<file path="config.mk">
export PLATFORM = sky130hd
export DESIGN_NAME = attack_sequencer_flat
export DESIGN_NICKNAME = d
export VERILOG_FILES = /design/src/rtl/battle_pkg.sv /design/src/rtl/attack_sequencer_if.sv /design/src/rtl/seq_watchdog.sv /design/src/rtl/attack_sequencer.sv /design/src/flat_wrapper.sv
export SDC_FILE = /design/constraint.sdc
export NUM_CORES = 1
export LEC_CHECK = 0
export CORE_MARGIN = 5
export CORE_UTILIZATION = 25
export CTS_CLUSTER_DIAMETER = 40
export DETAILED_ROUTE_END_ITERATION = 7
export GPL_TIMING_DRIVEN = 1
export PLACE_DENSITY_LB_ADDON = 0.08
export SLEW_MARGIN = 20
export SYNTH_ARGS = -nofsm -noshare
export SYNTH_HDL_FRONTEND = slang
export SYNTH_SLANG_ARGS = --single-unit
</file>
<file path="constraint.sdc">
create_clock -name clock -period 2.3 [get_ports clock]
set_input_delay 0.575 -clock clock [delete_from_list [all_inputs] [get_ports clock]]
set_output_delay 0.575 -clock clock [all_outputs]
set_load 0.01 [all_outputs]
</file>
<file path="src/rtl/battle_pkg.sv">
// Shared types and defaults for the battle move datapath sequencing.
// Holds the attack sequencer state encoding, frame index width and default limits.
package battle_pkg;

  localparam int FRAME_IDX_W      = 6;
  localparam int ATK_NUM_FRAMES   = 50;
  localparam int ATK_DRAW_TIMEOUT = 4096;

  typedef enum logic [2:0] {
    S_IDLE,
    S_DRAW0,
    S_WAIT,
    S_ERASE,
    S_STEP,
    S_DRAW,
    S_DONE
  } atk_state_t;

  // States in which the drawer is running a pass and the watchdog is armed.
  function automatic logic is_pass(atk_state_t s);
    return (s == S_DRAW0) || (s == S_ERASE) || (s == S_DRAW);
  endfunction

endpackage

</file>
<file path="src/rtl/attack_sequencer_if.sv">
// Handshake bundle between battle control, the frame/stepper/drawer datapath
// and the attack sequencer. The sequencer side uses the slave modport.
interface attack_sequencer_if;
  import battle_pkg::*;

  logic                   start;
  logic                   abort;
  logic                   frame_tick;
  logic                   draw_done;
  logic                   busy;
  logic                   anim_en;
  logic                   step_en;
  logic                   draw_en;
  logic                   erase;
  logic [FRAME_IDX_W-1:0] frame_idx;
  logic                   move_done;
  logic                   timeout;

  modport master (
    output start, abort, frame_tick, draw_done,
    input  busy, anim_en, step_en, draw_en, erase, frame_idx, move_done, timeout
  );

  modport slave (
    input  start, abort, frame_tick, draw_done,
    output busy, anim_en, step_en, draw_en, erase, frame_idx, move_done, timeout
  );

endinterface

</file>
<file path="src/rtl/seq_watchdog.sv">
// Pass watchdog: up-counter zeroed by clear, advanced by run; expired flags the
// last allowed cycle of a pass (count LIMIT-1 while still running).
module seq_watchdog #(
  parameter  int LIMIT = 4096,
  localparam int W     = (LIMIT > 1) ? $clog2(LIMIT) : 1
) (
  input  logic clock,
  input  logic reset,
  input  logic clear,
  input  logic run,
  output logic expired
);

  logic [W-1:0] cnt;

  always_ff @(posedge clock or posedge reset) begin
    if (reset)      cnt <= '0;
    else if (clear) cnt <= '0;
    else if (run)   cnt <= cnt + 1'b1;
  end

  assign expired = run && (cnt == W'(LIMIT - 1));

endmodule

</file>
<file path="src/rtl/attack_sequencer.sv">
// Moore sequencer for one sprite-attack move: draw, then per frame erase/step/draw.
// Define ATTACK_SEQ_ERASE_EN to include the erase pass before each step.
module attack_sequencer
  import battle_pkg::*;
#(
  parameter int NUM_FRAMES   = ATK_NUM_FRAMES,
  parameter int DRAW_TIMEOUT = ATK_DRAW_TIMEOUT
) (
  input  logic            clock,
  input  logic            reset,
  attack_sequencer_if.slave bus
);

  atk_state_t             state, state_next;
  logic [FRAME_IDX_W-1:0] frame_idx_q, idx_next;
  logic                   timeout_q, tmo_next;
  logic                   busy_q, step_q, draw_q, erase_q, done_q;
  logic                   wd_run, wd_expired;

  // Counter sits at zero outside passes, so every pass starts from a fresh count.
  assign wd_run = is_pass(state);

  seq_watchdog #(.LIMIT(DRAW_TIMEOUT)) u_watchdog (
    .clock   (clock),
    .reset   (reset),
    .clear   (!wd_run),
    .run     (wd_run),
    .expired (wd_expired)
  );

  always_comb begin
    state_next = state;
    idx_next   = frame_idx_q;
    tmo_next   = timeout_q;
    if (state != S_IDLE && bus.abort) begin
      state_next = S_IDLE;
    end else begin
      case (state)
        S_IDLE: if (bus.start) begin
          state_next = S_DRAW0;
          idx_next   = '0;
          tmo_next   = 1'b0;
        end
        S_DRAW0: begin
          if (bus.draw_done)   state_next = S_WAIT;
          else if (wd_expired) begin
            state_next = S_IDLE;
            tmo_next   = 1'b1;
          end
        end
        S_WAIT: if (bus.frame_tick) begin
`ifdef ATTACK_SEQ_ERASE_EN
          state_next = S_ERASE;
`else
          state_next = S_STEP;
`endif
        end
`ifdef ATTACK_SEQ_ERASE_EN
        S_ERASE: begin
          if (bus.draw_done)   state_next = S_STEP;
          else if (wd_expired) begin
            state_next = S_IDLE;
            tmo_next   = 1'b1;
          end
        end
`endif
        S_STEP: state_next = S_DRAW;
        S_DRAW: begin
          if (bus.draw_done) begin
            idx_next   = frame_idx_q + 1'b1;
            state_next = (idx_next == FRAME_IDX_W'(NUM_FRAMES)) ? S_DONE : S_WAIT;
          end else if (wd_expired) begin
            state_next = S_IDLE;
            tmo_next   = 1'b1;
          end
        end
        S_DONE:  state_next = S_IDLE;
        default: state_next = S_IDLE;
      endcase
    end
  end

  // Outputs are decoded from the next state and registered alongside it.
  always_ff @(posedge clock or posedge reset) begin
    if (reset) begin
      state       <= S_IDLE;
      frame_idx_q <= '0;
      timeout_q   <= 1'b0;
      busy_q      <= 1'b0;
      step_q      <= 1'b0;
      draw_q      <= 1'b0;
      erase_q     <= 1'b0;
      done_q      <= 1'b0;
    end else begin
      state       <= state_next;
      frame_idx_q <= idx_next;
      timeout_q   <= tmo_next;
      busy_q      <= (state_next != S_IDLE);
      step_q      <= (state_next == S_STEP);
      draw_q      <= is_pass(state_next);
`ifdef ATTACK_SEQ_ERASE_EN
      erase_q     <= (state_next == S_ERASE);
`else
      erase_q     <= 1'b0;
`endif
      done_q      <= (state_next == S_DONE);
    end
  end

  assign bus.busy      = busy_q;
  assign bus.anim_en   = busy_q;
  assign bus.step_en   = step_q;
  assign bus.draw_en   = draw_q;
  assign bus.erase     = erase_q;
  assign bus.frame_idx = frame_idx_q;
  assign bus.move_done = done_q;
  assign bus.timeout   = timeout_q;

endmodule

</file>
<file path="src/flat_wrapper.sv">
// flat-port wrapper written by rule: the top's interface ports become plain ports
module attack_sequencer_flat import battle_pkg::*;
#(
  parameter int NUM_FRAMES   = ATK_NUM_FRAMES,
  parameter int DRAW_TIMEOUT = ATK_DRAW_TIMEOUT
)
  (clock, reset, bus_start, bus_abort, bus_frame_tick, bus_draw_done, bus_busy, bus_anim_en, bus_step_en, bus_draw_en, bus_erase, bus_frame_idx, bus_move_done, bus_timeout);
  attack_sequencer_if bus_i ();
  input  logic clock;
  input  logic reset;
  input wire logic [$bits(bus_i.start)-1:0] bus_start;
  input wire logic [$bits(bus_i.abort)-1:0] bus_abort;
  input wire logic [$bits(bus_i.frame_tick)-1:0] bus_frame_tick;
  input wire logic [$bits(bus_i.draw_done)-1:0] bus_draw_done;
  output wire logic [$bits(bus_i.busy)-1:0] bus_busy;
  output wire logic [$bits(bus_i.anim_en)-1:0] bus_anim_en;
  output wire logic [$bits(bus_i.step_en)-1:0] bus_step_en;
  output wire logic [$bits(bus_i.draw_en)-1:0] bus_draw_en;
  output wire logic [$bits(bus_i.erase)-1:0] bus_erase;
  output wire logic [$bits(bus_i.frame_idx)-1:0] bus_frame_idx;
  output wire logic [$bits(bus_i.move_done)-1:0] bus_move_done;
  output wire logic [$bits(bus_i.timeout)-1:0] bus_timeout;
  assign bus_i.start = bus_start;
  assign bus_i.abort = bus_abort;
  assign bus_i.frame_tick = bus_frame_tick;
  assign bus_i.draw_done = bus_draw_done;
  assign bus_busy = bus_i.busy;
  assign bus_anim_en = bus_i.anim_en;
  assign bus_step_en = bus_i.step_en;
  assign bus_draw_en = bus_i.draw_en;
  assign bus_erase = bus_i.erase;
  assign bus_frame_idx = bus_i.frame_idx;
  assign bus_move_done = bus_i.move_done;
  assign bus_timeout = bus_i.timeout;
  attack_sequencer #(.NUM_FRAMES(NUM_FRAMES), .DRAW_TIMEOUT(DRAW_TIMEOUT)) u_core (.clock(clock), .reset(reset), .bus(bus_i));
endmodule
</file>
==> run_results.csv <==
group,metric,value,unit
critical_path,path_max_fanout,9,
critical_path,r2r_cells,6,
clock_network,cts_tree,"done",
critical_path,cp-startpoint,"u_core.bus.frame_idx[3]",
synth,syn_area_per_cell,10.06,um^2
critical_path,worst-path-buf-inv,1,
synth,synth_edf_count,0,
power_and_ir_drop,p_sw_share,23.14,%
critical_path,crit_family,"buffers and inverters",
worst_hold_path,holdPathEnd,"u_core.u_watchdog.cnt[0]",
power_and_ir_drop,p_seq_share,50.2,%
power_and_ir_drop,p_sw,0.0002265,W
clock_network,insertion_delay,0.28,ns
floorplanning,dieArea,7282,um^2
global_routing,grt.overflow.total,0,
critical_path,critPathLaunchType,"flip-flop",
timing,setup_tns,0,ns
global_routing,track_usage,8.885,%
critical_path,reg2reg_from,"u_core.u_watchdog.cnt[0]",
synth,synth-main-ff-cell,"dfrtp_1",
floorplanning,coreArea,5507,um^2
synth,synth_area_leaders,"dfrtp_1 46%, nor2_1 3.7%, xor2_1 3.7%",
timing,fin_skew,0.01443,ns
clock_network,cts_made_buffers,3,
global_routing,grt_pass1_vias,1059,
finish,fill_cells,560,
synth,synth_fp_nets,150,
critical_path,cp_cell_sequence,"clkdlybuf4s50_1",
critical_path,slowest_delay,0.60,ns
worst_hold_path,min_path_cells,1,
detailed_routing,vias,1047,
critical_path,worst_path_max_delay_cell,"clkdlybuf4s50_1",
clock_network,clockRootBuffer,"clkbuf_8",
global_routing,antenna_found_initial,0,
finish,area_delta_synth_final,21.60,%
synth,synth_commonest_cells,"26 x dfrtp_1, 14 x nor2_1, 12 x nand2_1",
synth,synth.most_common_cell,"dfrtp_1",
power_and_ir_drop,power_density,567.2,nW/um^2
timing,clock.fmax,512.3,MHz
worst_hold_path,hold_start,"u_core.u_watchdog.cnt[0]",
detailed_routing,wl_per_cell,12.81,um
detailed_routing,finalWirelength,2.972,mm
critical_path,critical_path_class,"flip-flop to primary output",
placed_design,hpwlAfterDp,2.147,mm
floorplanning,io_pins,19,
finish,regArea,650.6,um^2
timing,fin_ws,0.3479,ns
floorplanning,row_count,27,
detailed_routing,drt_iter0_markers,32,
worst_hold_path,hold_class,"flip-flop to flip-flop",
clock_network,post_cts_buffers,0,
clock_network,path_clk_slew,0.10,ns
detailed_routing,first_pass_iters,4,
placed_design,gp_congestion,0.8221,
synth,synthCells,141,
timing,post-route-period-util,84.87,%
placed_design,place_ws,0.1726,ns
power_and_ir_drop,ir_drop,0.0004172,V
global_routing,grt_max_degree,27,
flow_run,drv_cap,0,
clock_network,ctsHoldBuffers,0,
placed_design,portBuffers,17,
clock_network,htree_levels,1,
synth,ys_types,45,
timing,setup_viol,0,
timing,layout_min_cycle_time,1.952,ns
synth,netlist_area,1419,um^2
finish,layout-drive-gt1-share,11.88,%
power_and_ir_drop,total_power,0.0009787,W
critical_path,arrival,1.38,ns
power_and_ir_drop,p_comb_share,10.5,%
synth,ys_warn_count,0,
floorplanning,initial_utilization,25.77,%
floorplanning,fp.dieH,85.34,um
power_and_ir_drop,leakagePower,0.6976,nW
critical_path,end_kind,"primary output",
global_routing,grt_pass1_wl,5.223,mm
critical_path,crit_required,1.73,ns
power_and_ir_drop,p_int,0.0007522,W
critical_path,r2r-end,"u_core.bus.anim_en",
detailed_routing,drc,0,
power_and_ir_drop,p_clk_share,39.3,%
detailed_routing,antenna_left,0,
synth,yosysSeqAreaShare,45.86,%
critical_path,r2r_slack,0.38,ns
synth,synth_largest_type_area_fraction,45.86,%
synth,synth_top_cell_by_area,"dfrtp_1",
finish,multiInputGateArea,698.2,um^2
timing,final_hold_viol_count,0,
finish,num_antenna_cells,0,
finish,fin_area,1725,um^2
clock_network,cts_resized,0,
timing,rsz0062_at_grt,"false",
synth,synthArstFlopShare,100.0,%
timing,timing.final.max_slew_violations,0,
finish,final_nets,170,
detailed_routing,routed_via_density,4.513,
finish,finish.utilization,31.33,%
clock_network,cts_sinks,26,
placed_design,postPlaceCellArea,1654,um^2
floorplanning,die_w,85.34,um
outcome,outcome,"finished, final reports clean",
synth,synth_seq_cells,26,
clock_network,cts.path.max_buffers,2,
==> cell type report <==
cell class / count / share of cell area, %
well taps: 72 / 5.221
repair buffers: 21 / 11.60
inverters: 4 / 0.8702
clock inverters: 1 / 1.740
clock buffers: 3 / 2.393
flip-flops and latches: 26 / 37.71
multi-input cells: 105 / 40.46
==> cell usage in the layout, fill, tap and decap left out, types with 4 or more instances in the layout <==
cell type        netlist  final
a21oi_1                4      4
buf_4                  2      4
clkdlybuf4s50_1        0     17
dfrtp_1               26     26
inv_1                  4      4
nand2_1               12     12
nand2b_1               4      4
nand3_1                7      7
nand3b_1               4      4
nor2_1                14     14
o21ai_0                9      9
xor2_1                 6      6
==> registers in the layout, indices dropped and copies added (netlist names) <==
register               count
u_core.u_watchdog.cnt     12
u_core.bus.frame_idx       6
u_core.state               3
u_core.bus.anim_en         1
u_core.bus.draw_en         1
u_core.bus.move_done       1
u_core.bus.step_en         1
u_core.bus.timeout         1
==> metrics by stage <==
step | hold slack [ns] | cells
floorplan | 0.4474 | 141
global placement | 0.4749 | 228
detailed placement | 0.4829 | 228
CTS | 0.4966 | 232
global route | 0.5271 | 232
finish | 0.4919 | 232
==> power groups by stage <==
stage                     clock [W]  combinational [W]  sequential (W)
after floorplan                   0          0.0000740        0.000494
after global placement            0           0.000106        0.000500
after detailed placement          0           0.000103        0.000500
after CTS                  0.000401           0.000105        0.000491
after global routing       0.000421           0.000117        0.000494
final                      0.000385           0.000103        0.000491
==> worst max path at each step <==
stage,slack [ns],cells past startpoint,endpoint
after floorplan,0.52,6,u_core.bus.anim_en
after global placement,0.19,5,u_core.bus.frame_idx[3]
after detailed placement,0.17,5,u_core.bus.frame_idx[3]
after CTS,0.33,1,bus_frame_idx[3]
after global routing,0.20,6,u_core.bus.step_en
final,0.35,1,bus_frame_idx[3]
==> logic make-up after synthesis <==
family                     after synthesis  share of synthesized area [%]
xor gates and xnor gates                 8                          4.938
AOI/OAI and AO/OA                       29                          15.87
buffers and inverters                   10                          4.937
other                                    1                         0.2643
DFF                                     26                          45.86
and+or+nand+nor                         63                          24.78
adders and majority gates                3                          2.646
muxes                                    1                         0.7055
==> routing by layer <==
layer / GRT usage (%) / vias to the layer above / share of wire [%]
met5: 0 / - / 0
met4: 2.590 / 0 / 1.0
met3: 2.816 / 2 / 4.4
met2: 14.12 / 17 / 46
met1: 11.52 / 499 / 49
li1: - / 529 / -
(Power assumes the default switching activity.)
